## src/rtl/sram_bank_pkg.sv

```systemverilog
// rtl/sram_bank_pkg.sv - shared constants and state encoding for the SRAM bank controller
package sram_bank_pkg;
  localparam int ADDR_W    = 5;
  localparam int DATA_W    = 16;
  localparam int NWORDS    = 1 << ADDR_W;
  localparam int SETUP_CYC = 1;

  typedef enum logic [1:0] {
    IDLE   = 2'd0,
    SETUP  = 2'd1,
    ACCESS = 2'd2,
    RESP   = 2'd3
  } state_t;
endpackage

```

## src/rtl/sram_addr_onehot.sv

```systemverilog
// rtl/sram_addr_onehot.sv - combinational binary address to one-hot wordline decoder
module sram_addr_onehot #(
  parameter int AW = sram_bank_pkg::ADDR_W
) (
  input  logic [AW-1:0]      addr_i,
  output logic [(1<<AW)-1:0] onehot_o
);
  import sram_bank_pkg::*;

  always_comb begin
    onehot_o         = '0;
    onehot_o[addr_i] = 1'b1;
  end
endmodule

```

## src/rtl/sram_bank_ctrl.sv

```systemverilog
// rtl/sram_bank_ctrl.sv - requester-side sequencer for the 2-port 32x16 SRAM bank
// Registers every array-facing signal so wordlines and enables never glitch.
module sram_bank_ctrl #(
  parameter int ADDR_W    = sram_bank_pkg::ADDR_W,
  parameter int DATA_W    = sram_bank_pkg::DATA_W,
  parameter int SETUP_CYC = sram_bank_pkg::SETUP_CYC
) (
  input  logic                   srclkpos,
  input  logic                   rstneg,
  input  logic                   req_valid,
  output logic                   req_ready,
  input  logic                   req_we,
  input  logic [ADDR_W-1:0]      req_addr,
  input  logic [DATA_W-1:0]      req_wdata,
  output logic                   rsp_valid,
  input  logic                   rsp_ready,
  output logic [DATA_W-1:0]      rsp_data,
  output logic                   rsp_err,
  output logic                   wr_done,
  output logic [(1<<ADDR_W)-1:0] arr_wordA,
  output logic [(1<<ADDR_W)-1:0] arr_wordB,
  output logic                   arr_ReadEn,
  output logic                   arr_WriteEn,
  output logic [DATA_W-1:0]      arr_in,
  input  logic [DATA_W-1:0]      arr_outA,
  input  logic [DATA_W-1:0]      arr_outB
);
  import sram_bank_pkg::*;

  localparam logic [3:0] CNT_LOAD = 4'(SETUP_CYC - 1);

  state_t                  state_q;
  logic [3:0]              cnt_q;
  logic                    we_q;
  logic [DATA_W-1:0]       wdata_q;
  logic [(1<<ADDR_W)-1:0]  word_q;
  logic [(1<<ADDR_W)-1:0]  dec_word;
  logic                    req_ready_q;
  logic                    ren_q;
  logic                    wen_q;
  logic [DATA_W-1:0]       arr_in_q;
  logic                    wr_done_q;
  logic                    rsp_valid_q;
  logic [DATA_W-1:0]       rsp_data_q;
  logic                    rsp_err_q;

  sram_addr_onehot #(.AW(ADDR_W)) u_dec (
    .addr_i   (req_addr),
    .onehot_o (dec_word)
  );

  // req_ready comes up one cycle after reset release so no command is taken mid-reset
  always_ff @(posedge srclkpos or negedge rstneg) begin
    if (!rstneg) begin
      state_q     <= IDLE;
      cnt_q       <= '0;
      we_q        <= 1'b0;
      wdata_q     <= '0;
      word_q      <= '0;
      req_ready_q <= 1'b0;
      ren_q       <= 1'b0;
      wen_q       <= 1'b0;
      arr_in_q    <= '0;
      wr_done_q   <= 1'b0;
      rsp_valid_q <= 1'b0;
      rsp_data_q  <= '0;
      rsp_err_q   <= 1'b0;
    end else begin
      wr_done_q <= 1'b0;
      case (state_q)
        IDLE: begin
          req_ready_q <= 1'b1;
          if (req_valid && req_ready_q) begin
            we_q        <= req_we;
            wdata_q     <= req_wdata;
            word_q      <= dec_word;
            cnt_q       <= CNT_LOAD;
            req_ready_q <= 1'b0;
            state_q     <= SETUP;
          end
        end
        SETUP: begin
          if (cnt_q == 4'd0) begin
            state_q <= ACCESS;
            if (we_q) begin
              wen_q    <= 1'b1;
              arr_in_q <= wdata_q;
            end else begin
              ren_q <= 1'b1;
            end
          end else begin
            cnt_q <= cnt_q - 4'd1;
          end
        end
        ACCESS: begin
          ren_q    <= 1'b0;
          wen_q    <= 1'b0;
          arr_in_q <= '0;
          word_q   <= '0;
          if (we_q) begin
            wr_done_q   <= 1'b1;
            req_ready_q <= 1'b1;
            state_q     <= IDLE;
          end else begin
            rsp_data_q  <= arr_outA;
            rsp_err_q   <= (arr_outA != arr_outB);
            rsp_valid_q <= 1'b1;
            state_q     <= RESP;
          end
        end
        RESP: begin
          if (rsp_ready) begin
            rsp_valid_q <= 1'b0;
            req_ready_q <= 1'b1;
            state_q     <= IDLE;
          end
        end
        default: state_q <= IDLE;
      endcase
    end
  end

  assign req_ready   = req_ready_q;
  assign rsp_valid   = rsp_valid_q;
  assign rsp_data    = rsp_data_q;
  assign rsp_err     = rsp_err_q;
  assign wr_done     = wr_done_q;
  assign arr_wordA   = word_q;
  assign arr_wordB   = word_q;
  assign arr_ReadEn  = ren_q;
  assign arr_WriteEn = wen_q;
  assign arr_in      = arr_in_q;
endmodule

```

## config.mk

```make
export PLATFORM = sky130hd
export DESIGN_NAME = sram_bank_ctrl
export DESIGN_NICKNAME = d
export VERILOG_FILES = /design/src/rtl/sram_bank_pkg.sv /design/src/rtl/sram_addr_onehot.sv /design/src/rtl/sram_bank_ctrl.sv
export SDC_FILE = /design/constraint.sdc
export NUM_CORES = 1
export LEC_CHECK = 0
export ABC_AREA = 1
export CAP_MARGIN = 20
export CORE_MARGIN = 5
export CORE_UTILIZATION = 45
export DETAILED_ROUTE_END_ITERATION = 6
export PLACE_DENSITY = 0.86
export SETUP_SLACK_MARGIN = 0.15
export SLEW_MARGIN = 25
export SYNTH_ARGS = -nofsm -noshare
export SYNTH_HDL_FRONTEND = slang
export SYNTH_SLANG_ARGS = --single-unit
```

## constraint.sdc

```tcl
create_clock -name srclkpos -period 1.6 [get_ports srclkpos]
set_clock_uncertainty 0.1 [all_clocks]
set_input_delay 0.32 -clock srclkpos [delete_from_list [all_inputs] [get_ports srclkpos]]
set_output_delay 0.32 -clock srclkpos [all_outputs]
set_load 0.02 [all_outputs]
```

==> impl_metrics.env <==
export IMPL_synth_seq_area_share_pct=53.3
export IMPL_die_w_um=109
export IMPL_cp_data_arrival_time_ns=1.66
export IMPL_internal_power_w=0.00591
export IMPL_grt_max_degree=37
export IMPL_syn_inst=489
export IMPL_final_util_pct=64.5
export IMPL_drive_gt1_share_pct=34.2
export IMPL_row_count=36
export IMPL_io_pins=160
export IMPL_grt_usage_pct=19.5
export IMPL_insertion_delay_ns=0.34
export IMPL_grt_first_pass_wirelength_um=18300
export IMPL_avgSynthCellArea_um2=8.93
export IMPL_antenna_cells=0
export IMPL_rsz0062_at_grt="true"
export IMPL_synth_edf_count=0
export IMPL_yosys_warnings=0
export IMPL_wl_per_cell_um=15.6
export IMPL_crit_path_max_fanout=8
export IMPL_core_um2=9640
export IMPL_dp_cells=755
export IMPL_syn_nets=549
export IMPL_slew_violations=0
export IMPL_hp_class="in2async"
export IMPL_io_buffers=159
export IMPL_worstSetupPathType="reg2reg"
export IMPL_fillers=843
export IMPL_fin_cells=799
export IMPL_final_cell_mix="95 x nand2_1, 94 x buf_2, 91 x dfrtp_1"
export IMPL_nets=722
export IMPL_synth_area_um2=4370
export IMPL_cap_viol_max_count=0
export IMPL_numClockSinks=93
export IMPL_synth_ff_latch_count=93
export IMPL_synth_area_leaders="dfrtp_1 53%, nand2_1 8.2%, nand3_1 6.8%, o21ai_1 5.6%, buf_4 5.5%"
export IMPL_hold_violations=0
export IMPL_max_freq_ghz=0.659
export IMPL_dr_total_vias=3977
export IMPL_start_util_pct=45.3
export IMPL_ant_nets=0
export IMPL_fin_crit_ns=1.52
export IMPL_p_seq_share_pct=36.1
export IMPL_hpwl_um=8380
export IMPL_powerDensity_nw_per_um2=1610
export IMPL_multi_input_area_um2=1550
export IMPL_power_frac_comb_pct=47.0
export IMPL_critPathRequiredTime_ns=1.74
export IMPL_p_clk_share_pct=16.8
export IMPL_antenna_found_initial=0
export IMPL_gp_congestion=0.833
export IMPL_route_detailed_drc=0
export IMPL_clkTransAtPathRegs_ns=0.10
export IMPL_synth_cell_type_count=27
export IMPL_worst_hold_slack_ns=0.325
export IMPL_ys_async_sr_fraction_pct=100
export IMPL_p_switching_w=0.00410
export IMPL_cts_htree_levels=3
export IMPL_synth_top_area_share_pct=53.3
export IMPL_register_area_um2=2330
export IMPL_areaGrowthSynthToFinish_pct=42.3
export IMPL_cts_tree="built"
export IMPL_leakagePower_nw=3.25
export IMPL_die_h_um=109
export IMPL_via_per_inst=4.98
export IMPL_synth_largest_area_cell="dfrtp_1"
export IMPL_ir_drop_v=0.000799
export IMPL_grt_pass1_vias=3876
export IMPL_synth_flop_cell="dfrtp_1"
export IMPL_die_area_um2=11800
export IMPL_layout_commonest_cell="nand2_1"
export IMPL_maxSlewHeadroom_pct=77.6
export IMPL_cts_buffers=9
export IMPL_drtIter0Drc=227
export IMPL_status="finished clean"
export IMPL_end_kind="flop"
export IMPL_max_clock_path_buffers=2
export IMPL_clockRootBuffer="clkbuf_8"
export IMPL_critPathLaunchType="flop"
export IMPL_worst_pin_slew_ns=0.336
export IMPL_gr_total_overflow=0
export IMPL_finalSetupViolations=0
export IMPL_dr_pass1_iters=4
export IMPL_sw_frac_of_total_pct=41.0
export IMPL_wl_um=12500
export IMPL_period_share_pct=94.8
==> power groups by stage <==
stage               Combinational [W]  Clock, W  Sequential [W]
floorplan                     0.00200         0         0.00418
global placement              0.00422         0         0.00360
detailed placement            0.00436         0         0.00363
CTS                           0.00437   0.00172         0.00361
global route                  0.00513   0.00183         0.00370
finish                        0.00471   0.00169         0.00362
==> synthesized netlist by cell type, types with 2 or more instances <==
master    number
buf_6          9
nor3_1         2
nand2_1       95
inv_2          4
nand2_2        3
buf_4         32
nand3_4        2
a21oi_1        3
nor2_4         2
dfrtp_1       93
ha_1           2
clkbuf_1       2
nand3_1       59
buf_2          7
o21ai_0       21
o21ai_2       16
nand2_4        2
nor2_1        19
o21ai_1       49
inv_1         60
==> per-layer routing <==
layer / GRT usage [%] / vias up / part of all wire (%)
li1: - / 1892 / -
met3: 6.81 / 25 / 9.3
met4: 4.78 / 0 / 2.1
met1: 23.1 / 1869 / 39
met2: 34.0 / 191 / 49
met5: 0 / - / 0
==> what timing repair did <==
item	4_1_cts	5_1_grt
setup endpoints to repair	137	130
hold buffers	1	0
endpoints found under the hold margin	20	0
pin swaps	3	5
gates resized for setup	346	95
buffers inserted	7	16
gates cloned	1	4
==> area by class of cell <==
type / instances / area share, %
flip-flops and latches: 93 / 37.5
repair buffers: 212 / 27.5
multi-input cells: 282 / 25.0
inverters: 64 / 3.99
well taps: 133 / 2.68
clock buffers: 9 / 1.99
clock inverters: 6 / 1.43
==> logic make-up after synthesis <==
group / Yosys count / share of synthesized area [%]
buffers and inverters: 114 / 14.3
AND/OR/NAND/NOR: 188 / 19.7
adder cells (fa/ha/maj): 2 / 0.573
flip-flops: 93 / 53.3
AO/OA/AOI/OAI: 92 / 12.1
==> path summary, 6_finish.rpt <==
check / slack (ns) / cells after the start / from / endpoint
hold / removal: 0.33 / 2 / rstneg / arr_in[11]
setup reg to reg: 0.08 / 8 / cnt_q[0] / arr_in[15]
setup / recovery: 0.08 / 8 / cnt_q[0] / arr_in[15]
min in group srclkpos: 0.39 / 2 / rsp_data[15] / rsp_data[15]
max in group asynchronous: 0.54 / 3 / rstneg / rsp_data[12]
hold reg to reg: 0.39 / 2 / rsp_data[15] / rsp_data[15]
==> state kept, by name (all words and copies together) (netlist names), 2 cells and up <==
signal / count
arr_in: 16
arr_wordA: 32
cnt_q: 4
rsp_data: 16
state_q: 2
wdata_q: 16
==> critical path, cell delays in order (launching register included) <==
cell and delay (ns):
dfrtp_1 0.41, inv_2 0.10, ha_4 0.15, nand3_4 0.11, inv_4 0.08, nand3_4 0.13
clkbuf_16 0.21, nand3_1 0.06, o21ai_1 0.07
==> per-stage QoR <==
stage / total power, W / setup TNS (ns) / setup WS, ns / area, um2
2_1_floorplan: 0.00618 / 0 / 0.191 / 4370
3_3_place_gp: 0.00782 / -2.56 / -0.0770 / 6000
3_5_place_dp: 0.00800 / -3.89 / -0.118 / 6000
4_1_cts: 0.00970 / 0 / 0.108 / 6240
5_1_grt: 0.0107 / 0 / 0.0219 / 6220
6_report: 0.0100 / 0 / 0.0826 / 6220
(Power assumes the default switching activity.)
